===== src/rtl/boid_render_if.sv =====
// Boid renderer bus bundle: boid state memory read port plus framebuffer
// write port.
//   bmem_rd_en/bmem_addr : read strobe and boid index (renderer -> memory)
//   bmem_x/bmem_y        : signed 16.16 position, valid 1 cycle after read
//   fb_we/fb_addr/fb_data: pixel write request (renderer -> framebuffer)
//   fb_ready             : framebuffer accepts the write this cycle
// master = renderer side, slave = memory/framebuffer side.
interface boid_render_if #(
  parameter int ADDR_W    = 6,
  parameter int FB_ADDR_W = 19,
  parameter int COLOR_W   = 8
);
  logic                 bmem_rd_en;
  logic [ADDR_W-1:0]    bmem_addr;
  logic [31:0]          bmem_x;
  logic [31:0]          bmem_y;
  logic                 fb_we;
  logic [FB_ADDR_W-1:0] fb_addr;
  logic [COLOR_W-1:0]   fb_data;
  logic                 fb_ready;

  modport master (
    output bmem_rd_en, bmem_addr, fb_we, fb_addr, fb_data,
    input  bmem_x, bmem_y, fb_ready
  );

  modport slave (
    input  bmem_rd_en, bmem_addr, fb_we, fb_addr, fb_data,
    output bmem_x, bmem_y, fb_ready
  );
endinterface


===== src/rtl/boid_render.sv =====
// Frame renderer: on each start pulse, sweeps all boids from the boid state
// memory, erases each boid's 2x2 sprite from the previous sweep and draws
// the new 2x2 sprite into the framebuffer.
// Ports:
//   clk, reset  : clock, synchronous active-high reset
//   start       : sweep request (accepted only in IDLE)
//   boid_color  : draw color, sampled with start
//   busy        : high in every state but IDLE
//   done        : one-cycle pulse at end of sweep
//   bus         : boid memory read port + framebuffer write port (master)
//
// state | meaning
// IDLE  | waiting for start
// RD    | issue boid memory read for boid idx
// WAIT  | memory read latency
// LATCH | capture position, decide erase/draw/skip
// ERASE | four zero writes at previous position
// DRAW  | four color writes at new position
// UPD   | update previous-position table, advance idx
// DONE  | one-cycle done pulse
module boid_render #(
  parameter int N_BOIDS   = 64,
  parameter int ADDR_W    = 6,
  parameter int FB_ADDR_W = 19,
  parameter int COLOR_W   = 8
) (
  input  logic               clk,
  input  logic               reset,
  input  logic               start,
  input  logic [COLOR_W-1:0] boid_color,
  output logic               busy,
  output logic               done,
  boid_render_if.master      bus
);

  typedef enum logic [2:0] {IDLE, RD, WAIT, LATCH, ERASE, DRAW, UPD, DONE} state_t;

  state_t              state, state_nxt;
  logic [ADDR_W-1:0]   idx;
  logic [COLOR_W-1:0]  color_q;
  logic [9:0]          px_q;
  logic [8:0]          py_q;
  logic                on_q;
  logic [1:0]          pix;
  logic [N_BOIDS-1:0]  prev_valid;
  logic [9:0]          prev_px [N_BOIDS];
  logic [8:0]          prev_py [N_BOIDS];

  logic signed [31:0]  px_in, py_in;
  logic                on_in;
  logic                last_boid;
  logic [9:0]          wx;
  logic [8:0]          wy;
  logic [FB_ADDR_W-1:0] pix_addr;

  // Integer part, flooring toward minus infinity; onscreen means the whole
  // 2x2 sprite lands inside 640x480.
  assign px_in = $signed(bus.bmem_x) >>> 16;
  assign py_in = $signed(bus.bmem_y) >>> 16;
  assign on_in = (px_in >= 0) && (px_in <= 32'sd638) &&
                 (py_in >= 0) && (py_in <= 32'sd478);

  assign last_boid     = (idx == ADDR_W'(N_BOIDS - 1));
  assign bus.bmem_addr = idx;

  // pix[0] steps x, pix[1] steps y: (x,y), (x+1,y), (x,y+1), (x+1,y+1)
  always_comb begin
    wx = (state == ERASE) ? prev_px[idx] : px_q;
    wy = (state == ERASE) ? prev_py[idx] : py_q;
    wx = wx + {9'd0, pix[0]};
    wy = wy + {8'd0, pix[1]};
  end

  // py*640 + px without a multiplier
  assign pix_addr = (FB_ADDR_W'(wy) << 9) + (FB_ADDR_W'(wy) << 7) + FB_ADDR_W'(wx);

  always_comb begin
    state_nxt      = state;
    busy           = (state != IDLE);
    done           = 1'b0;
    bus.bmem_rd_en = 1'b0;
    bus.fb_we      = 1'b0;
    bus.fb_addr    = '0;
    bus.fb_data    = '0;
    case (state)
      IDLE:  if (start) state_nxt = RD;
      RD: begin
        bus.bmem_rd_en = 1'b1;
        state_nxt      = WAIT;
      end
      WAIT:  state_nxt = LATCH;
      LATCH: begin
        if (prev_valid[idx]) state_nxt = ERASE;
        else if (on_in)      state_nxt = DRAW;
        else                 state_nxt = UPD;
      end
      ERASE: begin
        bus.fb_we   = 1'b1;
        bus.fb_addr = pix_addr;
        if (bus.fb_ready && pix == 2'd3) state_nxt = on_q ? DRAW : UPD;
      end
      DRAW: begin
        bus.fb_we   = 1'b1;
        bus.fb_addr = pix_addr;
        bus.fb_data = color_q;
        if (bus.fb_ready && pix == 2'd3) state_nxt = UPD;
      end
      UPD:   state_nxt = last_boid ? DONE : RD;
      DONE: begin
        done      = 1'b1;
        state_nxt = IDLE;
      end
      default: state_nxt = IDLE;
    endcase
  end

  always_ff @(posedge clk) begin
    if (reset) begin
      state      <= IDLE;
      idx        <= '0;
      color_q    <= '0;
      px_q       <= '0;
      py_q       <= '0;
      on_q       <= 1'b0;
      pix        <= '0;
      prev_valid <= '0;
    end else begin
      state <= state_nxt;
      case (state)
        IDLE: if (start) begin
          idx     <= '0;
          color_q <= boid_color;
        end
        LATCH: begin
          px_q <= px_in[9:0];
          py_q <= py_in[8:0];
          on_q <= on_in;
          pix  <= '0;
        end
        // pix wraps 3 -> 0 on the last write, ready for the next phase
        ERASE, DRAW: if (bus.fb_ready) pix <= pix + 2'd1;
        UPD: begin
          prev_valid[idx] <= on_q;
          if (!last_boid) idx <= idx + ADDR_W'(1);
        end
        default: ;
      endcase
    end
  end

  // Coordinates are only meaningful when the valid bit is set, so no reset.
  always_ff @(posedge clk) begin
    if (state == UPD) begin
      prev_px[idx] <= px_q;
      prev_py[idx] <= py_q;
    end
  end

endmodule


===== src/flat_wrapper.sv =====
// flat-port wrapper written by rule: the top's interface ports become plain ports
module boid_render_flat 
#(
  parameter int N_BOIDS   = 64,
  parameter int ADDR_W    = 6,
  parameter int FB_ADDR_W = 19,
  parameter int COLOR_W   = 8
)
  (clk, reset, start, boid_color, busy, done, bus_bmem_rd_en, bus_bmem_addr, bus_fb_we, bus_fb_addr, bus_fb_data, bus_bmem_x, bus_bmem_y, bus_fb_ready);
  boid_render_if #(.ADDR_W(ADDR_W), .FB_ADDR_W(FB_ADDR_W), .COLOR_W(COLOR_W)) bus_i ();
  input  logic clk;
  input  logic reset;
  input  logic start;
  input  logic [COLOR_W-1:0] boid_color;
  output logic busy;
  output logic done;
  output wire logic [$bits(bus_i.bmem_rd_en)-1:0] bus_bmem_rd_en;
  output wire logic [$bits(bus_i.bmem_addr)-1:0] bus_bmem_addr;
  output wire logic [$bits(bus_i.fb_we)-1:0] bus_fb_we;
  output wire logic [$bits(bus_i.fb_addr)-1:0] bus_fb_addr;
  output wire logic [$bits(bus_i.fb_data)-1:0] bus_fb_data;
  input wire logic [$bits(bus_i.bmem_x)-1:0] bus_bmem_x;
  input wire logic [$bits(bus_i.bmem_y)-1:0] bus_bmem_y;
  input wire logic [$bits(bus_i.fb_ready)-1:0] bus_fb_ready;
  assign bus_bmem_rd_en = bus_i.bmem_rd_en;
  assign bus_bmem_addr = bus_i.bmem_addr;
  assign bus_fb_we = bus_i.fb_we;
  assign bus_fb_addr = bus_i.fb_addr;
  assign bus_fb_data = bus_i.fb_data;
  assign bus_i.bmem_x = bus_bmem_x;
  assign bus_i.bmem_y = bus_bmem_y;
  assign bus_i.fb_ready = bus_fb_ready;
  boid_render #(.N_BOIDS(N_BOIDS), .ADDR_W(ADDR_W), .FB_ADDR_W(FB_ADDR_W), .COLOR_W(COLOR_W)) u_core (.clk(clk), .reset(reset), .start(start), .boid_color(boid_color), .busy(busy), .done(done), .bus(bus_i));
endmodule

===== config.mk =====
export PLATFORM = sky130hd
export DESIGN_NAME = boid_render_flat
export DESIGN_NICKNAME = d
export VERILOG_FILES = /design/src/rtl/boid_render_if.sv /design/src/rtl/boid_render.sv /design/src/flat_wrapper.sv
export SDC_FILE = /design/constraint.sdc
export NUM_CORES = 1
export LEC_CHECK = 0
export BUFFER_PORTS_ARGS = -buffer_cell sky130_fd_sc_hd__buf_2
export CORE_ASPECT_RATIO = 1.2
export CORE_UTILIZATION = 45
export DETAILED_ROUTE_END_ITERATION = 8
export GPL_TIMING_DRIVEN = 0
export HOLD_SLACK_MARGIN = 0.1
export SETUP_SLACK_MARGIN = 0.3
export SKIP_CTS_REPAIR_TIMING = 1
export SYNTH_ARGS = -nofsm -noshare
export SYNTH_HDL_FRONTEND = slang
export SYNTH_SLANG_ARGS = --single-unit

===== constraint.sdc =====
create_clock -name clk -period 9.43 [get_ports clk]
set_clock_uncertainty 0.15 [all_clocks]
set_input_delay 1.886 -clock clk [delete_from_list [all_inputs] [get_ports clk]]
set_output_delay 1.886 -clock clk [all_outputs]
set_load 0.05 [all_outputs]

==> key figures <==
Hold path
  • Worst Hold Path EP: u_core.color_q[1]
  • Hold WC Path Type: flip-flop to flip-flop
  • Hold path depth: 2
  • Worst hold start: u_core.color_q[1]

STA
  • Post-route setup TNS: 0 ns
  • Worst slew margin: 0.164
  • Max-slew violations: 0
  • Fin crit share: 0.963
  • Max Freq: 110 MHz
  • Worst-margin pin slew: 1.25 ns
  • Final setup fails: 0
  • Final Hold Violating Endpoints: 0
  • RSZ-0062 raised after global routing: true
  • Final Worst Setup Slack: 0.348 ns
  • Min cycle time layout: between 9 and 10 ns
  • Final hold slack: just over 0.3 ns

Global routing
  • Total GRT Usage: 0.292
  • Global-route wire length before repair: 232000 um
  • Vias in the first global route: 29.2k
  • Grt ovf: 0
  • Largest net degree at the start of global routing: 66
  • Number of antenna violations at the first check in global routing: 5

Setup path
  • Worst reg2reg setup slack: 4.86 ns
  • Worst setup SP type: flip-flop
  • Critical path endpoint category: output pin
  • RR Endpoint: u_core.state[0]
  • R2R depth: 9
  • Crit Path Category: flip-flop to output pin
  • Crit path max fanout: 10
  • Req. time, crit path: ~7.4 ns
  • Crit path DAT: 7.05 ns
  • R2r startpoint: u_core.bus.bmem_addr[1]

Placement
  • Port Buffers: 79
  • Setup slack at placement: -0.989 ns
  • DP HPWL: 117000 um
  • Placed instance area: 57200 um^2
  • Routability cong.: 0.965

Cells and area
  • Fillers: approximately 8.9k
  • Fraction of layout instances using a drive strength above 1: 0.315
  • Most common cell after layout, fill and taps aside: edfxtp_1
  • N_diodes: 0
  • P&R area growth vs syn: 19.5%
  • Most frequent cells in the layout: edfxtp_1, mux4_2, nand2_1
  • Fin nets: 3154
  • Fin area: 62700 um^2

Clock network
  • TritonCTS clock tree: yes
  • CTS H-tree depth: 4
  • Reg clk slew, reported paths: 0.06 ns
  • CTS Buf Count: 131
  • Clock sink count: 1325
  • Clk_lat worst skew: around 0.75 ns
  • Clk Tree Root Cell: clkbuf_16
  • CTS Buffer Depth: 3

Logic synthesis
  • Post-synth net total: 2783
  • Synth top area share: 0.696
  • Ys flop type: edfxtp_1
  • Yosys reg bits: approximately 1.3k
  • Synth Warn #: 0
  • Synth Area per Inst: 19.6 um^2
  • Area leader, netlist: edfxtp_1
  • Asr flop ratio synth: 0
  • Unique masters post-synth: 64
  • Synthesized cell area: approximately 52000 um^2
  • Mapped Cells: approximately 2.7k
  • Synth top area cells: edfxtp_1, mux4_2, dfxtp_1, nand2_1, a21oi_1
  • EDFF count, synth: 1216
  • Seq/Total Area, Yosys: 0.737

Die
  • Initial Util: 0.456
  • Core Region: 115000 um^2
  • IO Pins: between 100 and 150
  • Die area: 118000 um^2
  • Rows: 136
  • Die extent in x: 314 um
  • DIE HEIGHT: 376 um

Route
  • DRC Markers: 0
  • Drt total wl: 171000 um
  • Via-to-Cell Ratio: 6.30
  • Initial DRT Pass Iterations: 8
  • Final antenna-violating net count: 0
  • Wire per inst: about 37 um
  • DRT iter0 DRCs: 4052
  • Vias: 29.4k

Run
  • Max_cap viols: 0

Pwr
  • Worst VDD drop: between 0.00015 and 0.0002 V
  • Cell Pwr Density: 194 nW/um^2
  • Pleak: 19.7 nW
  • Power Total: between 0.01 and 0.015 W

Run status
  • Outcome: completed
[Yosys cell counts (12+ instances only)]
library cell and n:
nand3_1 17, edfxtp_1 1216, mux4_2 354, mux2i_1 56, mux2_2 13, ha_1 23
a21oi_1 120, nor2_1 120, clkbuf_1 70, buf_4 20, nor2b_1 18, o21ai_0 85
and3_1 13, buf_6 17, o211ai_1 12, xnor2_1 12, nand2b_1 14, nand2_1 170
inv_1 12, buf_2 41, dfxtp_1 109, a22oi_1 20
[how the worst max path moves through the flow]
stage | from | endpoint | slack, ns | cells after the start
after CTS | flip-flop | bus_fb_addr[17] | -1.84 | 28
final | flip-flop | bus_fb_addr[17] | 0.35 | 26
after floorplan | flip-flop | bus_fb_addr[18] | 0.38 | 26
after detailed placement | flip-flop | bus_fb_addr[17] | -0.99 | 28
after global routing | flip-flop | bus_fb_addr[17] | 0.10 | 26
after global placement | flip-flop | bus_fb_addr[17] | -1.21 | 26
[area by class of cell]
type,instances,area [um^2],area share
Clock buffer,166,3600,0.0574
Timing Repair Buffer,238,2990,0.0477
Inverter,12,45.0,0.000718
Tap cell,1518,1900,0.0303
Buffer,160,1500,0.0239
Sequential cell,1325,38700,0.617
Multi-Input combinational cell,1185,13500,0.215
Clock inverter,64,478,0.00762
[where the power goes]
group | switching, W | internal, W
Sequential | 0.0000133 | 0.00635
Combinational | 0.000372 | 0.000363
Clock | 0.00220 | 0.00286
Total | 0.00258 | 0.00957
[registers in the layout (all words and copies together) (netlist names), named ones only]
signal                count
u_core.state              3
u_core.on_q               1
u_core.px_q              10
u_core.pix                2
u_core.prev_px          640
u_core.bus.bmem_addr      6
u_core.py_q               9
u_core.color_q            8
u_core.prev_py          576
u_core.prev_valid        64
[per-layer routing]
metal	vias to the layer above	GRT usage	part of all wire
met5	-	0	0.000076
met4	2	0.140	0.056
met3	377	0.0496	0.083
met2	1667	0.483	0.49
met1	15700	0.376	0.37
li1	11700	-	-
[per-stage QoR]
stage	std cells	util
after global placement	4279	0.476
after global routing	4668	0.545
final	4668	0.545
after CTS	4593	0.533
after floorplan	2682	-
after detailed placement	4363	0.497
[worst max-delay path, stage by stage (launching register included)]
cell and delay (ns):
dfxtp_1 0.30, buf_1 0.33, clkbuf_4 0.38, clkbuf_4 0.41
buf_6 0.36, buf_4 0.42, mux4_2 0.37, nand2_2 0.09
nand2_4 0.15, ha_4 0.18, nand3b_1 0.18, nor2_1 0.23
nand3_1 0.12, xnor2_1 0.19, fa_1 0.56, inv_1 0.06
ha_1 0.29, a21o_1 0.16, a21oi_2 0.16, o21ai_0 0.13
a21oi_2 0.23, o21ai_2 0.10, a21o_1 0.19, a21oi_2 0.15
o21ai_0 0.09, nor3b_2 0.17, buf_6 0.19
[cell families (layout without fill, tap and decap cells)]
group / Yosys count / after routing / synth area share
fa+ha+maj: 25 / 25 / 0.00625
xor+xnor: 22 / 22 / 0.00367
simple gates: 414 / 414 / 0.0359
compound gates: 301 / 301 / 0.0340
buf+inv: 172 / 640 / 0.0177
flops: 1325 / 1325 / 0.737
mux: 423 / 423 / 0.165
Power figures use the tool's default switching activity.
